[config.mk]
export PLATFORM = sky130hd
export DESIGN_NAME = tile_draw_arbiter
export DESIGN_NICKNAME = d
export VERILOG_FILES = /design/src/rtl/tile_draw_pkg.sv /design/src/rtl/tile_raster_counter.sv /design/src/rtl/tile_draw_arbiter.sv
export SDC_FILE = /design/constraint.sdc
export NUM_CORES = 1
export LEC_CHECK = 0
export BUFFER_PORTS_ARGS = -buffer_cell sky130_fd_sc_hd__buf_4
export CAP_MARGIN = 10
export CORE_MARGIN = 8
export CORE_UTILIZATION = 63
export CTS_BUF_LIST = sky130_fd_sc_hd__clkbuf_4 sky130_fd_sc_hd__clkbuf_8
export CTS_CLUSTER_DIAMETER = 150
export DETAILED_ROUTE_END_ITERATION = 6
export PLACE_DENSITY = 0.89
export SKIP_LAST_GASP = 1
export SLEW_MARGIN = 20
export SYNTH_ARGS = -nofsm -noshare
export SYNTH_HDL_FRONTEND = slang
export SYNTH_HIERARCHICAL = 1
export SYNTH_SLANG_ARGS = --single-unit
export TNS_END_PERCENT = 5
[constraint.sdc]
create_clock -name clock -period 7.9 [get_ports clock]
set_input_delay 0.79 -clock clock [delete_from_list [all_inputs] [get_ports clock]]
set_output_delay 0.79 -clock clock [all_outputs]
set_load 0.01 [all_outputs]
[src/rtl/tile_draw_pkg.sv]
// ============================================================================
// tile_draw_pkg -- shared constants, widths and state encoding for the
// tile-draw arbiter and its raster counter.
// Revision: 1.0
// ============================================================================
`default_nettype none

package tile_draw_pkg;

    localparam int TILE_W   = 10;
    localparam int GRID     = 16;
    localparam int ORIGIN_X = 0;
    localparam int ORIGIN_Y = 0;

    localparam int POS_W = 4;
    localparam int COL_W = 3;
    localparam int X_W   = 10;
    localparam int Y_W   = 9;

    localparam int REQ_BG     = 0;
    localparam int REQ_PLAYER = 1;
    localparam int REQ_BOMB   = 2;

    typedef enum logic [1:0] {
        ST_IDLE   = 2'd0,
        ST_DRAW   = 2'd1,
        ST_FINISH = 2'd2
    } state_t;

endpackage

`default_nettype wire

[src/rtl/tile_raster_counter.sv]
// ============================================================================
// tile_raster_counter -- row-major col/row walk over a TILE_W x TILE_W tile.
// Revision: 1.0
// ============================================================================
`default_nettype none

module tile_raster_counter #(
    parameter int TILE_W = tile_draw_pkg::TILE_W,
    parameter int CW     = (TILE_W > 1) ? $clog2(TILE_W) : 1
) (
    input  logic          clock,
    input  logic          reset_n,
    input  logic          clear,
    input  logic          enable,
    output logic [CW-1:0] col,
    output logic [CW-1:0] row,
    output logic          last
);

    localparam logic [CW-1:0] C_LAST_IDX = CW'(TILE_W - 1);

    always_ff @(posedge clock or negedge reset_n) begin
        if (!reset_n) begin
            col <= '0;
            row <= '0;
        end else if (clear) begin
            col <= '0;
            row <= '0;
        end else if (enable) begin
            if (col == C_LAST_IDX) begin
                col <= '0;
                row <= (row == C_LAST_IDX) ? '0 : row + CW'(1);
            end else begin
                col <= col + CW'(1);
            end
        end
    end

    assign last = (col == C_LAST_IDX) && (row == C_LAST_IDX);

endmodule

`default_nettype wire

[src/rtl/tile_draw_arbiter.sv]
// ============================================================================
// tile_draw_arbiter -- round-robin share of the VGA plot port; rasterises the
// granted board tile one pixel per clock.  Revision: 1.0
// ============================================================================
`default_nettype none

module tile_draw_arbiter #(
    parameter int NUM_REQ  = 3,
    parameter int TILE_W   = tile_draw_pkg::TILE_W,
    parameter int GRID     = tile_draw_pkg::GRID,
    parameter int ORIGIN_X = tile_draw_pkg::ORIGIN_X,
    parameter int ORIGIN_Y = tile_draw_pkg::ORIGIN_Y
) (
    input  logic                                    clock,
    input  logic                                    reset_n,
    input  logic [NUM_REQ-1:0]                      req,
    input  logic [tile_draw_pkg::POS_W*NUM_REQ-1:0] req_pos_x,
    input  logic [tile_draw_pkg::POS_W*NUM_REQ-1:0] req_pos_y,
    input  logic [tile_draw_pkg::COL_W*NUM_REQ-1:0] req_colour,
    output logic [NUM_REQ-1:0]                      grant,
    output logic [NUM_REQ-1:0]                      done,
    output logic [tile_draw_pkg::X_W-1:0]           x,
    output logic [tile_draw_pkg::Y_W-1:0]           y,
    output logic [tile_draw_pkg::COL_W-1:0]         colour,
    output logic                                    plot,
    output logic                                    busy
);

    import tile_draw_pkg::*;

    localparam int IW = (NUM_REQ > 1) ? $clog2(NUM_REQ) : 1;
    localparam int CW = (TILE_W > 1) ? $clog2(TILE_W) : 1;

    state_t           r_state, w_state_nxt;
    logic [IW-1:0]    r_ptr, w_ptr_nxt, r_win, w_win_nxt;
    logic [POS_W-1:0] r_pos_x, r_pos_y, w_pos_x_nxt, w_pos_y_nxt;
    logic [COL_W-1:0] r_colour, w_colour_nxt;

    logic [X_W-1:0]     w_x_nxt;
    logic [Y_W-1:0]     w_y_nxt;
    logic [COL_W-1:0]   w_out_colour_nxt;
    logic               w_plot_nxt, w_busy_nxt;
    logic [NUM_REQ-1:0] w_grant_nxt, w_done_nxt;

    logic             w_found, w_sel_in_range;
    logic [IW-1:0]    w_sel;
    logic [POS_W-1:0] w_sel_x, w_sel_y;
    logic [COL_W-1:0] w_sel_colour;

    logic          w_clear, w_enable, w_last;
    logic [CW-1:0] w_col, w_row;

    function automatic logic [NUM_REQ-1:0] one_hot(input logic [IW-1:0] idx);
        logic [NUM_REQ-1:0] v;
        v      = '0;
        v[idx] = 1'b1;
        return v;
    endfunction

    function automatic logic [IW-1:0] rr_index(input logic [IW-1:0] base, input int off);
        int s;
        s = int'(base) + off;
        if (s >= NUM_REQ) s = s - NUM_REQ;
        return IW'(s);
    endfunction

    function automatic logic [X_W-1:0] tile_x(input logic [POS_W-1:0] p);
        return X_W'(ORIGIN_X + int'(p) * TILE_W);
    endfunction

    function automatic logic [Y_W-1:0] tile_y(input logic [POS_W-1:0] p);
        return Y_W'(ORIGIN_Y + int'(p) * TILE_W);
    endfunction

    tile_raster_counter #(
        .TILE_W (TILE_W),
        .CW     (CW)
    ) u_raster (
        .clock   (clock),
        .reset_n (reset_n),
        .clear   (w_clear),
        .enable  (w_enable),
        .col     (w_col),
        .row     (w_row),
        .last    (w_last)
    );

    // Search upward from the pointer, wrapping, for the first active request.
    always_comb begin
        w_found      = 1'b0;
        w_sel        = '0;
        w_sel_x      = '0;
        w_sel_y      = '0;
        w_sel_colour = '0;
        for (int k = 0; k < NUM_REQ; k++) begin
            if (!w_found && req[rr_index(r_ptr, k)]) begin
                w_found = 1'b1;
                w_sel   = rr_index(r_ptr, k);
            end
        end
        for (int i = 0; i < NUM_REQ; i++) begin
            if (w_sel == IW'(i)) begin
                w_sel_x      = req_pos_x[i*POS_W +: POS_W];
                w_sel_y      = req_pos_y[i*POS_W +: POS_W];
                w_sel_colour = req_colour[i*COL_W +: COL_W];
            end
        end
        w_sel_in_range = (int'(w_sel_x) < GRID) && (int'(w_sel_y) < GRID);
    end

    always_comb begin
        w_state_nxt      = r_state;
        w_ptr_nxt        = r_ptr;
        w_win_nxt        = r_win;
        w_pos_x_nxt      = r_pos_x;
        w_pos_y_nxt      = r_pos_y;
        w_colour_nxt     = r_colour;
        w_x_nxt          = '0;
        w_y_nxt          = '0;
        w_out_colour_nxt = '0;
        w_plot_nxt       = 1'b0;
        w_grant_nxt      = '0;
        w_done_nxt       = '0;
        w_clear          = 1'b0;
        w_enable         = 1'b0;

        case (r_state)
            ST_IDLE: begin
                if (w_found) begin
                    w_win_nxt    = w_sel;
                    w_ptr_nxt    = (w_sel == IW'(NUM_REQ - 1)) ? '0 : w_sel + IW'(1);
                    w_pos_x_nxt  = w_sel_x;
                    w_pos_y_nxt  = w_sel_y;
                    w_colour_nxt = w_sel_colour;
                    w_grant_nxt  = one_hot(w_sel);
                    w_clear      = 1'b1;
                    if (w_sel_in_range) begin
                        w_state_nxt      = ST_DRAW;
                        w_plot_nxt       = 1'b1;
                        w_x_nxt          = tile_x(w_sel_x);
                        w_y_nxt          = tile_y(w_sel_y);
                        w_out_colour_nxt = w_sel_colour;
                    end else begin
                        w_state_nxt = ST_FINISH;
                    end
                end
            end
            ST_DRAW: begin
                if (w_last) begin
                    w_state_nxt = ST_FINISH;
                    w_done_nxt  = one_hot(r_win);
                end else begin
                    w_enable         = 1'b1;
                    w_plot_nxt       = 1'b1;
                    w_out_colour_nxt = r_colour;
                    if (w_col == CW'(TILE_W - 1)) begin
                        w_x_nxt = tile_x(r_pos_x);
                        w_y_nxt = tile_y(r_pos_y) + Y_W'(w_row) + Y_W'(1);
                    end else begin
                        w_x_nxt = tile_x(r_pos_x) + X_W'(w_col) + X_W'(1);
                        w_y_nxt = tile_y(r_pos_y) + Y_W'(w_row);
                    end
                end
            end
            ST_FINISH: begin
                // A skipped tile enters here with grant still showing; hold one
                // more cycle so done follows grant rather than coinciding.
                if (grant != '0) begin
                    w_done_nxt = one_hot(r_win);
                end else begin
                    w_state_nxt = ST_IDLE;
                end
            end
            default: w_state_nxt = ST_IDLE;
        endcase

        w_busy_nxt = (w_state_nxt != ST_IDLE);
    end

    always_ff @(posedge clock or negedge reset_n) begin
        if (!reset_n) begin
            r_state  <= ST_IDLE;
            r_ptr    <= IW'(REQ_BG);
            r_win    <= '0;
            r_pos_x  <= '0;
            r_pos_y  <= '0;
            r_colour <= '0;
            x        <= '0;
            y        <= '0;
            colour   <= '0;
            plot     <= 1'b0;
            grant    <= '0;
            done     <= '0;
            busy     <= 1'b0;
        end else begin
            r_state  <= w_state_nxt;
            r_ptr    <= w_ptr_nxt;
            r_win    <= w_win_nxt;
            r_pos_x  <= w_pos_x_nxt;
            r_pos_y  <= w_pos_y_nxt;
            r_colour <= w_colour_nxt;
            x        <= w_x_nxt;
            y        <= w_y_nxt;
            colour   <= w_out_colour_nxt;
            plot     <= w_plot_nxt;
            grant    <= w_grant_nxt;
            done     <= w_done_nxt;
            busy     <= w_busy_nxt;
        end
    end

endmodule

`default_nettype wire

Word-level counts from Yosys, hierarchy flattened
Cells that the tools add are included.
{ "op_classes": {"n_mux": 61, "add_sub_neg": 12, "n_eq_ne": 6, "magnitude_cmp": 10, "mul": 4, "reduce_logical": 15} }
{ "op_table": {"columns": ["cell", "count"], "rows": [
  ["4-bit 2-to-1 mux", 13],
  ["4-bit by 3-bit multiplier with 7-bit output (second input constant)", 4],
  ["3-bit 2-to-1 mux", 9],
  ["10-bit 2-to-1 mux", 2],
  ["2-bit 2-to-1 mux", 10],
  ["10-bit case mux with 2 select lines", 1],
  ["8-bit by 4-bit adder with 9-bit output", 2],
  ["9-bit 2-to-1 mux", 2],
  ["9-bit case mux with 2 select lines", 1],
  ["8-bit 2-to-1 mux", 2],
  ["2-bit by 3-bit less-than comparator with 1-bit output (second input constant)", 5],
  ["1-bit 2-to-1 mux", 12],
  ["3-bit case mux with 2 select lines", 2],
  ["9-bit by 1-bit adder with 10-bit output (second input constant)", 1],
  ["9-bit by 1-bit adder with 9-bit output (second input constant)", 1],
  ["4-bit by 1-bit adder with 4-bit output (second input constant)", 2],
  ["4-bit equality test (second input constant)", 2],
  ["1-bit binary-select mux with 2-bit select", 3],
  ["3-bit by 2-bit >= comparator with 1-bit output (second input constant)", 2],
  ["2-bit case mux with 3 select lines", 1],
  ["2-bit nonzero test", 3],
  ["2-bit subtractor (second input constant)", 3],
  ["1-bit logical AND", 5],
  ["1-bit demux with 2-bit select", 2],
  ["12 further kinds", 18]
]} }
{ "totals": {"elab_cells": 123, "ff_bits": 55, "output_inout_bits": 30} }

Logic depth before layout (Yosys ltp)
Gate-level depths: netlist of run 1.
{ "logic_depth": {"word_depth": 18, "depth_mapped": 16, "depth_no_buf": 15} }

Hierarchy
Netlist of run 1, hierarchy kept.
{ "by_module_without_submodules": {"columns": ["module", "area_each_um2", "cells_per_inst", "seq_area_each_um2", "n_inst"], "rows": [
  ["tile_draw_arbiter", 3224.3, 334, 1151.1, 1],
  ["tile_raster_counter", 478.0, 50, 200.2, 1]
]} }

Least setup slack after synthesis of run 1
No wires, ideal clock.
{ "synth_path": {"path_type": "input to register", "from": "input req[1]", "to": "register y[6] in the netlist's numbering", "arrival_ns": 3.351, "required_ns": 7.770, "setup_slack_ns": 4.419, "cell_stages": 13, "path_buffers": 1, "cell_sequence": "and2b_1 > o21bai_1 > a221o_1 > buf_6 > and3_1 > a221o_1 > ha_1 > ha_1 > fa_1 > o311ai_0 > nor4_1 > a41oi_1 > nand3_1"} }
{ "synth_via": {"elab_chain_cells": 16, "elab_cells_between_ends": 25, "cone_classes": "mul (1); eq/ne (2); mux (17); reduce/logical (5)"} }
{ "synth_lines": {"columns": ["element", "line_no", "source"], "rows": [
  ["start: declaration", "tile_draw_arbiter.sv:16", "input logic [NUM_REQ-1:0] req,"],
  ["1-bit binary-select mux with 2-bit select", "tile_draw_arbiter.sv:96", "if (!w_found && req[rr_index(r_ptr, k)]) begin"],
  ["1-bit 2-to-1 mux (implied by the code)", "tile_draw_arbiter.sv:96", null],
  ["1-bit 2-to-1 mux", "tile_draw_arbiter.sv:96", null],
  ["1-bit logical NOT", "tile_draw_arbiter.sv:96", null],
  ["1-bit logical AND", "tile_draw_arbiter.sv:96", null],
  ["1-bit 2-to-1 mux", "tile_draw_arbiter.sv:96", null],
  ["1-bit logical NOT", "tile_draw_arbiter.sv:96", null],
  ["1-bit logical AND", "tile_draw_arbiter.sv:96", null],
  ["2-bit 2-to-1 mux (*)", "tile_draw_arbiter.sv:96", null],
  ["2-bit logical NOT", "tile_draw_arbiter.sv:102", "if (w_sel == IW'(i)) begin"],
  ["4-bit 2-to-1 mux (2 in series)", "tile_draw_arbiter.sv:102", null],
  ["4-bit 2-to-1 mux (*)", "tile_draw_arbiter.sv:102", null],
  ["named net w_sel_y[1]", "tile_draw_arbiter.sv:47", "logic [POS_W-1:0] w_sel_x, w_sel_y;"],
  ["4-bit by 3-bit multiplier with 7-bit output (*)", "tile_draw_arbiter.sv:72", "return Y_W'(ORIGIN_Y + int'(p) * TILE_W);"],
  ["8-bit 2-to-1 mux (*)", "tile_draw_arbiter.sv:129", "if (w_found) begin"],
  ["9-bit case mux with 2 select lines (*)", "tile_draw_arbiter.sv:127", "case (r_state)"],
  ["named net w_y_nxt[6]", "tile_draw_arbiter.sv:40", "logic [Y_W-1:0] w_y_nxt;"],
  ["end signal: assignment", "tile_draw_arbiter.sv:203", "y <= w_y_nxt;"],
  ["end: declaration", "tile_draw_arbiter.sv:23", "output logic [tile_draw_pkg::Y_W-1:0] y,"]
]} }
Mark *: on every way through the listed nets, which the timed path passes. The rest lies on a longest branch. The select of a mux whose other input is x is not followed.
A chain may end at the register's enable or synchronous reset.

Worst setup path in the final report of run 1
{ "layout_path": {"from": "register r_ptr[0]", "to": "register y[6] in the netlist's numbering"} }
{ "layout_via": {"elab_chain_cells": 18, "elab_cells_between_ends": 36, "cone_classes": "add/sub (5); mul (1); order compare (3); eq/ne (2); mux (20); reduce/logical (5)"} }
{ "layout_lines": {"columns": ["element", "line_no", "source"], "rows": [
  ["start: declaration", "tile_draw_arbiter.sv:35", "logic [IW-1:0] r_ptr, w_ptr_nxt, r_win, w_win_nxt;"],
  ["start signal: assignment", "tile_draw_arbiter.sv:183", "r_ptr <= IW'(REQ_BG);"],
  ["start signal: assignment", "tile_draw_arbiter.sv:197", "r_ptr <= w_ptr_nxt;"],
  ["branches (longest 10 deep; another with 2-bit by 1-bit adder with 3-bit output)", null, null],
  ["2-bit 2-to-1 mux (*)", "tile_draw_arbiter.sv:96", null],
  ["2-bit logical NOT", "tile_draw_arbiter.sv:102", null],
  ["4-bit 2-to-1 mux (2 in series)", "tile_draw_arbiter.sv:102", null],
  ["4-bit 2-to-1 mux (*)", "tile_draw_arbiter.sv:102", null],
  ["named net w_sel_y[1]", "tile_draw_arbiter.sv:47", null],
  ["4-bit by 3-bit multiplier with 7-bit output (*)", "tile_draw_arbiter.sv:72", null],
  ["8-bit 2-to-1 mux (*)", "tile_draw_arbiter.sv:129", null],
  ["9-bit case mux with 2 select lines (*)", "tile_draw_arbiter.sv:127", null],
  ["named net w_y_nxt[6]", "tile_draw_arbiter.sv:40", null]
]} }
Mark *: on every way through the listed nets, which the timed path passes. The select of a mux whose other input is x is not followed.

==> results.sh, run 1 <==
export IMPL_dieWidth_um=92.7
export IMPL_fp_coreArea_mm2=0.00582
export IMPL_min_delay_start="r_win[0]$_DFFE_PN0P_"
export IMPL_n_antenna_cell=0
export IMPL_async_reset_ff_share_pct=100
export IMPL_crit_type="flop to flop"
export IMPL_ys_types=69
export IMPL_first_pass_iters=5
export IMPL_cts_repair_resized=0
export IMPL_final_max_slew_viol_count=0
export IMPL_rr_worst_depth=14
export IMPL_cts_sinks=54
export IMPL_htreeDepth=2
export IMPL_dpl_hpwl_mm=7.42
export IMPL_drive_gt1_share_pct=21.7
export IMPL_hold_viol_final=0
export IMPL_regToRegEndpoint="y[6]$_DFF_PN0_"
export IMPL_dieArea_mm2=0.00859
export IMPL_grt_pass1_wl_mm=16.1
export IMPL_fillers=423
export IMPL_period_share_pct=54.4
export IMPL_worstMarginPinSlew_ns=0.869
export IMPL_cp_end_kind="flop"
export IMPL_cts_hold_buf=0
export IMPL_max_slew_margin_rel_pct=42.1
export IMPL_grt_pass1_vias=3396
export IMPL_route_vias_total=3295
export IMPL_p_per_area_mw_per_mm2=429
export IMPL_synthCells=384
export IMPL_peakVddDrop_v=0.000232
export IMPL_cts_tree="built"
export IMPL_post_cts_setup_buffer_count=0
export IMPL_min_to="done[0]$_DFF_PN0_"
export IMPL_min_period_ns=4.30
export IMPL_cts_reportedPaths_clkPinSlew_ns=0.10
export IMPL_fin_util_pct=75.2
export IMPL_grt_max_degree=55
export IMPL_numPortBuffers=66
export IMPL_fp_dieH_um=92.7
export IMPL_place_gp_congestion=0.931
export IMPL_grtUsageTotal_pct=23.2
export IMPL_start_kind="flop"
export IMPL_status="complete, no violations"
export IMPL_maxCapViolCount=0
export IMPL_dp_slack_ns=3.60
export IMPL_arrival_ns=4.49
export IMPL_cts_buffer_depth=2
export IMPL_insertion_delay_ns=0.31
export IMPL_p_leak_nw=2.06
export IMPL_p_total_mw=1.87
export IMPL_ys_seq_elements=54
export IMPL_setup_tns_ns=0
export IMPL_antenna_left=0
export IMPL_drc_errors=0
export IMPL_viasPerCell=6.30
export IMPL_syn_cell_area_mm2=0.00370
export IMPL_synth_flop_cell="dfrtp_1"
export IMPL_antenna_found_initial=0
export IMPL_layout_setup_ws_ns=3.60
export IMPL_wl_per_cell_um=18.6
export IMPL_finalNetCount=524
export IMPL_start_util_pct=63.7
export IMPL_postRouteWirelength_mm=9.72
export IMPL_cp_max_fo=13
export IMPL_r2r_start="r_ptr[0]$_DFFE_PN0P_"
export IMPL_seq_area_frac_synth_pct=36.5
export IMPL_synthesis_nets=461
export IMPL_synth_warnings=6
export IMPL_required_ns=8.09
export IMPL_cts_buffers=5
export IMPL_hp_class="flop to flop"
export IMPL_first_iter_violations=240
export IMPL_syn_avg_cell_area_um2=9.64
export IMPL_root_buffer="clkbuf_8"
export IMPL_rsz0062_at_grt="no"
export IMPL_fmax_mhz=233
export IMPL_io_pins=68
export IMPL_grt_overflow=0
export IMPL_finClkSkew_ns=0.0100
export IMPL_hold_path_depth=1
export IMPL_finalSetupViolations=0
export IMPL_synth_edf_count=0
export IMPL_area_delta_synth_final_pct=18.1
export IMPL_rows=28
export IMPL_r2r_slack_ns=3.60
report_power, final:
group          leakage (nW)  internal, mW  switching (mW)
sequential            0.689         0.384          0.0814
combinational          1.32         0.510           0.708
clock                0.0548        0.0982          0.0936
total                  2.06         0.992           0.883
metal layers:
metal	GRT usage [%]	share of wire (%)
met3	3.16	5.7
met4	9.80	2.8
met1	27.2	40
met2	41.4	51
met5	0	0
worst max-delay path by stage:
stage          slack, ns                 start        endpoint  cells after the start
2_1_floorplan       4.42                req[1]  y[6]$_DFF_PN0_                     13
3_3_place_gp        3.72                req[2]  y[6]$_DFF_PN0_                     13
3_5_place_dp        3.60                req[2]  x[6]$_DFF_PN0_                     14
4_1_cts             3.66  r_ptr[0]$_DFFE_PN0P_  x[6]$_DFF_PN0_                     15
5_1_grt             3.23  r_ptr[0]$_DFFE_PN0P_  x[6]$_DFF_PN0_                     15
6_report            3.60  r_ptr[0]$_DFFE_PN0P_  y[6]$_DFF_PN0_                     14
cells in the mapped netlist (all sizes together) (8+ instances only):
library cell  number  area, um2
ha                33        413
and3              11       68.8
o21ai             31        159
dfrtp             54       1350
a21oi             19       95.1
nand3              9       45.0
nand2             29        109
nor3              10       55.1
inv               27        101
xnor2              9       78.8
nor2              13       48.8
nor2b              8       50.1
nand2b             8       50.1
metrics by stage:
stage | hold slack [ns] | area (um2) | std cells
2_1_floorplan | 0.446 | 3700 | 384
3_3_place_gp | 0.463 | 4260 | 515
3_5_place_dp | 0.478 | 4260 | 515
4_1_cts | 0.488 | 4370 | 523
5_1_grt | 0.511 | 4370 | 523
6_report | 0.487 | 4370 | 523
cells by family after synthesis:
| logic type | Yosys count | synth area share [%] |
|---|---|---|
| and+or+nand+nor | 118 | 18.1 |
| other | 1 | 0.101 |
| DFF | 54 | 36.5 |
| AOI/OAI and AO/OA | 106 | 19.7 |
| muxes | 11 | 3.21 |
| adders and majority gates | 39 | 14.4 |
| buffers and inverters | 39 | 4.26 |
| xor gates and xnor gates | 16 | 3.79 |
placed cells by master, fill, tap and decap left out, types with 3 or more instances in the layout:
cell / instances
buf_4: 67
nor3_1: 9
nor2b_1: 8
nand3_1: 9
and3_1: 11
nor2_1: 13
fa_1: 6
xnor2_1: 9
clkbuf_8: 5
mux2_2: 7
o21ai_0: 30
o22ai_1: 4
a21o_1: 7
a21boi_0: 3
inv_1: 25
nand2b_1: 8
mux2i_1: 4
o221ai_1: 5
a221o_1: 5
nand2_1: 29
nor3b_1: 3
xor2_1: 7
or3_1: 3
and2_1: 3
ha_1: 33
a221oi_1: 5
dfrtp_1: 54
a21oi_1: 19
nand3b_1: 7
worst max-delay path: stages (launching register included):
cell,delay [ns]
dfrtp_1,0.43
inv_1,0.10
ha_1,0.27
mux2i_1,0.34
o21ai_2,0.16
o22ai_1,0.70
a22oi_2,0.33
a221o_1,0.40
ha_1,0.31
ha_1,0.22
fa_1,0.40
o311ai_0,0.12
nor4_1,0.08
a41oi_1,0.21
nand3_1,0.11
cell type report:
type	instances	area (um2)	area share [%]
clock buffer	6	76.3	1.74
clock inverter	2	37.5	0.858
inverter	28	105	2.40
multi-input combinational	291	2210	50.5
sequential	54	1350	30.9
tap	75	93.8	2.15
timing repair buffer	67	503	11.5
sequential cells by signal, summed over array words and instances, names as in the netlist:
signal,count
colour,3
r_win,2
grant,3
r_state,2
x,9
r_pos_y,4
plot,1
r_colour,3
r_ptr,2
u_raster/col,4
u_raster/row,4
done,3
y,9
busy,1
r_pos_x,4
No activity file was read; power rests on OpenSTA's default activity.
==> run 2, diff against run 1 <==
ABC_AREA = 1   (was not set)
CORE_UTILIZATION = 53   (was 63)
PLACE_DENSITY = 0.79   (was 0.89)
clock period = 3.8 ns   (was 7.9 ns; I/O delays follow)
==> results.sh, run 2 <==
export IMPL_maxCapViolCount=0
export IMPL_hp_class="input pin to async pin"
export IMPL_synthCells=471
export IMPL_worstMarginPinSlew_ns=0.666
export IMPL_crit_type="flop to flop"
export IMPL_synth_area_leaders="dfrtp_1, ha_1, nand2_1, inv_1, nand3_1"
export IMPL_min_period_ns=3.49
export IMPL_n_antenna_cell=0
export IMPL_comb_power_share_pct=69.7
export IMPL_synth_simple_area_share_pct=29.0
export IMPL_start_util_pct=55.2
export IMPL_synth_common_cells="nand2_1, inv_1, dfrtp_1"
export IMPL_required_ns=4.02
export IMPL_final_max_slew_viol_count=0
export IMPL_netSwitchingFraction_pct=51.0
export IMPL_finalSetupViolations=0
export IMPL_wl_per_cell_um=14.7
export IMPL_rows=30
export IMPL_grt_max_degree=55
export IMPL_synthesis_nets=548
export IMPL_fmax_mhz=287
export IMPL_p_clk_share_pct=7.2
export IMPL_hold_viol_final=0
export IMPL_root_buffer="clkbuf_8"
export IMPL_cts_sinks=54
export IMPL_cp_end_kind="flop"
export IMPL_p_sw_mw=2.23
export IMPL_async_reset_ff_share_pct=100
export IMPL_synth_top_cell_by_area="dfrtp_1"
export IMPL_syn_cell_area_mm2=0.00377
export IMPL_route_vias_total=3272
export IMPL_first_pass_iters=5
export IMPL_fp_dieH_um=100
export IMPL_finClkSkew_ns=0.0104
export IMPL_synth_flop_cell="dfrtp_1"
export IMPL_synth_top_area_share_pct=35.8
export IMPL_cts_reportedPaths_clkPinSlew_ns=0.09
export IMPL_grt_pass1_vias=3380
export IMPL_cts_hold_buf=0
export IMPL_status="complete, no violations"
export IMPL_synth_edf_count=0
export IMPL_period_share_pct=91.8
export IMPL_cts_tree="built"
export IMPL_synth_warnings=6
export IMPL_muxShareOfSynthArea_pct=0
export IMPL_ys_seq_elements=54
export IMPL_rsz0062_at_grt="no"
export IMPL_cp_max_fo=16
export IMPL_viasPerCell=5.18
export IMPL_synthAdderAreaFrac_pct=14.1
export IMPL_finalNetCount=613
export IMPL_syn_avg_cell_area_um2=8.01
export IMPL_fp_coreArea_mm2=0.00683
export IMPL_drc_errors=0
export IMPL_cts_buffer_depth=2
export IMPL_dpl_hpwl_mm=7.25
export IMPL_final_common_cell="nand2_1"
export IMPL_reg_top3="x (9), y (9)"
export IMPL_final_cell_mix="nand2_1, buf_4, inv_1, dfrtp_1, nand3_1"
export IMPL_post_cts_setup_buffer_count=0
export IMPL_intPower_mw=2.15
export IMPL_drive_gt1_share_pct=22.4
export IMPL_io_pins=68
export IMPL_cts_repair_resized=0
export IMPL_grt_pass1_wl_mm=15.6
export IMPL_area_delta_synth_final_pct=17.1
export IMPL_numPortBuffers=66
export IMPL_htreeDepth=2
export IMPL_p_seq_share_pct=23.1
export IMPL_place_gp_congestion=0.894
export IMPL_cts_buffers=5
export IMPL_seq_area_frac_synth_pct=35.8
export IMPL_start_kind="flop"
export IMPL_synth_compound_area_share_pct=9.71
export IMPL_synth_top_family_by_area="simple AND/OR/NAND/NOR gates"
export IMPL_first_iter_violations=144
export IMPL_antenna_found_initial=0
export IMPL_yosysMostFrequentCell="nand2_1"
export IMPL_dieArea_mm2=0.0101
export IMPL_p_leak_nw=2.33
export IMPL_setup_tns_ns=0
export IMPL_postRouteWirelength_mm=9.27
export IMPL_grtUsageTotal_pct=19.4
export IMPL_p_per_area_mw_per_mm2=992
export IMPL_p_total_mw=4.38
export IMPL_grt_overflow=0
export IMPL_max_slew_margin_rel_pct=55.6
export IMPL_peakVddDrop_v=0.000470
export IMPL_dieWidth_um=100
export IMPL_ys_types=46
export IMPL_insertion_delay_ns=0.31
export IMPL_synth_xor_xnor_area_share_pct=2.55
export IMPL_arrival_ns=3.71
export IMPL_antenna_left=0
-- run 2: cell types whose count changed after synthesis, sizes merged, moves of 6 or more --
cell    previous run  this run
a21o               7         0
and3              11         0
inv               27        67
mux2               7         0
nand2             29       114
nand2b             8         0
nand3              9        46
nor2              13        45
nor2b              8         0
o221ai             6         0
-- run 2: power groups by stage --
| stage | clock network, mW | logic, mW | registers, mW |
|---|---|---|---|
| floorplan | 0 | 2.26 | 1.04 |
| global placement | 0 | 2.94 | 1.01 |
| detailed placement | 0 | 3.05 | 1.02 |
| CTS | 0.322 | 3.06 | 1.01 |
| global route | 0.345 | 3.49 | 1.04 |
| finish | 0.314 | 3.06 | 1.01 |
-- run 2: final cells by class --
class,count,area [um2]
clock buffers,6,76.3
clock inverters,1,7.51
fillers,621,2410
inverters,68,260
multi-input cells,339,2090
flip-flops and latches,54,1350
well taps,96,120
repair buffers,68,510
-- run 2: layer usage --
layer	share of wire, %	track usage, %	wire length [um]	vias to the layer above
li1	-	-	-	1646
met1	43	23.8	3970	1528
met2	49	33.0	4560	86
met3	6.6	4.57	609	12
met4	1.3	5.47	121	0
met5	0	0	0	-
-- run 2: worst max-delay path: stages (launching register included) --
cell,delay [ns]
dfrtp_1,0.39
inv_1,0.09
ha_1,0.43
inv_2,0.11
nand2_1,0.06
nand3_1,0.08
nand2_2,0.10
nand3_2,0.10
nor2_2,0.05
nor2_4,0.34
nand2_1,0.13
o21ai_1,0.33
inv_1,0.12
ha_1,0.20
ha_1,0.21
inv_1,0.07
fa_1,0.39
o21ai_0,0.18
-- run 2: stage by stage --
step,cell area [um2],hold slack (ns),setup slack [ns],util [%],std cells
6_report,4420,0.0928,0.310,64.7,632
5_1_grt,4420,0.146,0.0552,64.7,632
4_1_cts,4420,0.132,0.338,64.7,632
3_5_place_dp,4340,0.420,0.328,63.5,625
3_3_place_gp,4340,0.408,0.443,63.5,625
2_1_floorplan,3770,0.0844,0.865,-,471
-- run 2: kinds of logic after synthesis --
kind of cell | after synthesis
other cells | 1
xor+xnor | 11
simple gates | 225
flops | 54
buf+inv | 78
fa+ha+maj | 39
compound gates | 63
-- run 2: worst paths after layout --
check	from	end	slack [ns]	depth (start not counted)
max	r_ptr[0]$_DFFE_PN0P_	x[5]$_DFF_PN0_	0.31	17
min	reset_n	r_state[1]$_DFF_PN0_	0.09	1
max reg2reg	r_ptr[0]$_DFFE_PN0P_	x[5]$_DFF_PN0_	0.31	17
min reg2reg	r_win[1]$_DFFE_PN0P_	done[0]$_DFF_PN0_	0.44	1
max in group asynchronous	reset_n	x[5]$_DFF_PN0_	3.25	1
min in group clock	req_colour[2]	r_colour[2]$_DFFE_PN0P_	0.29	3
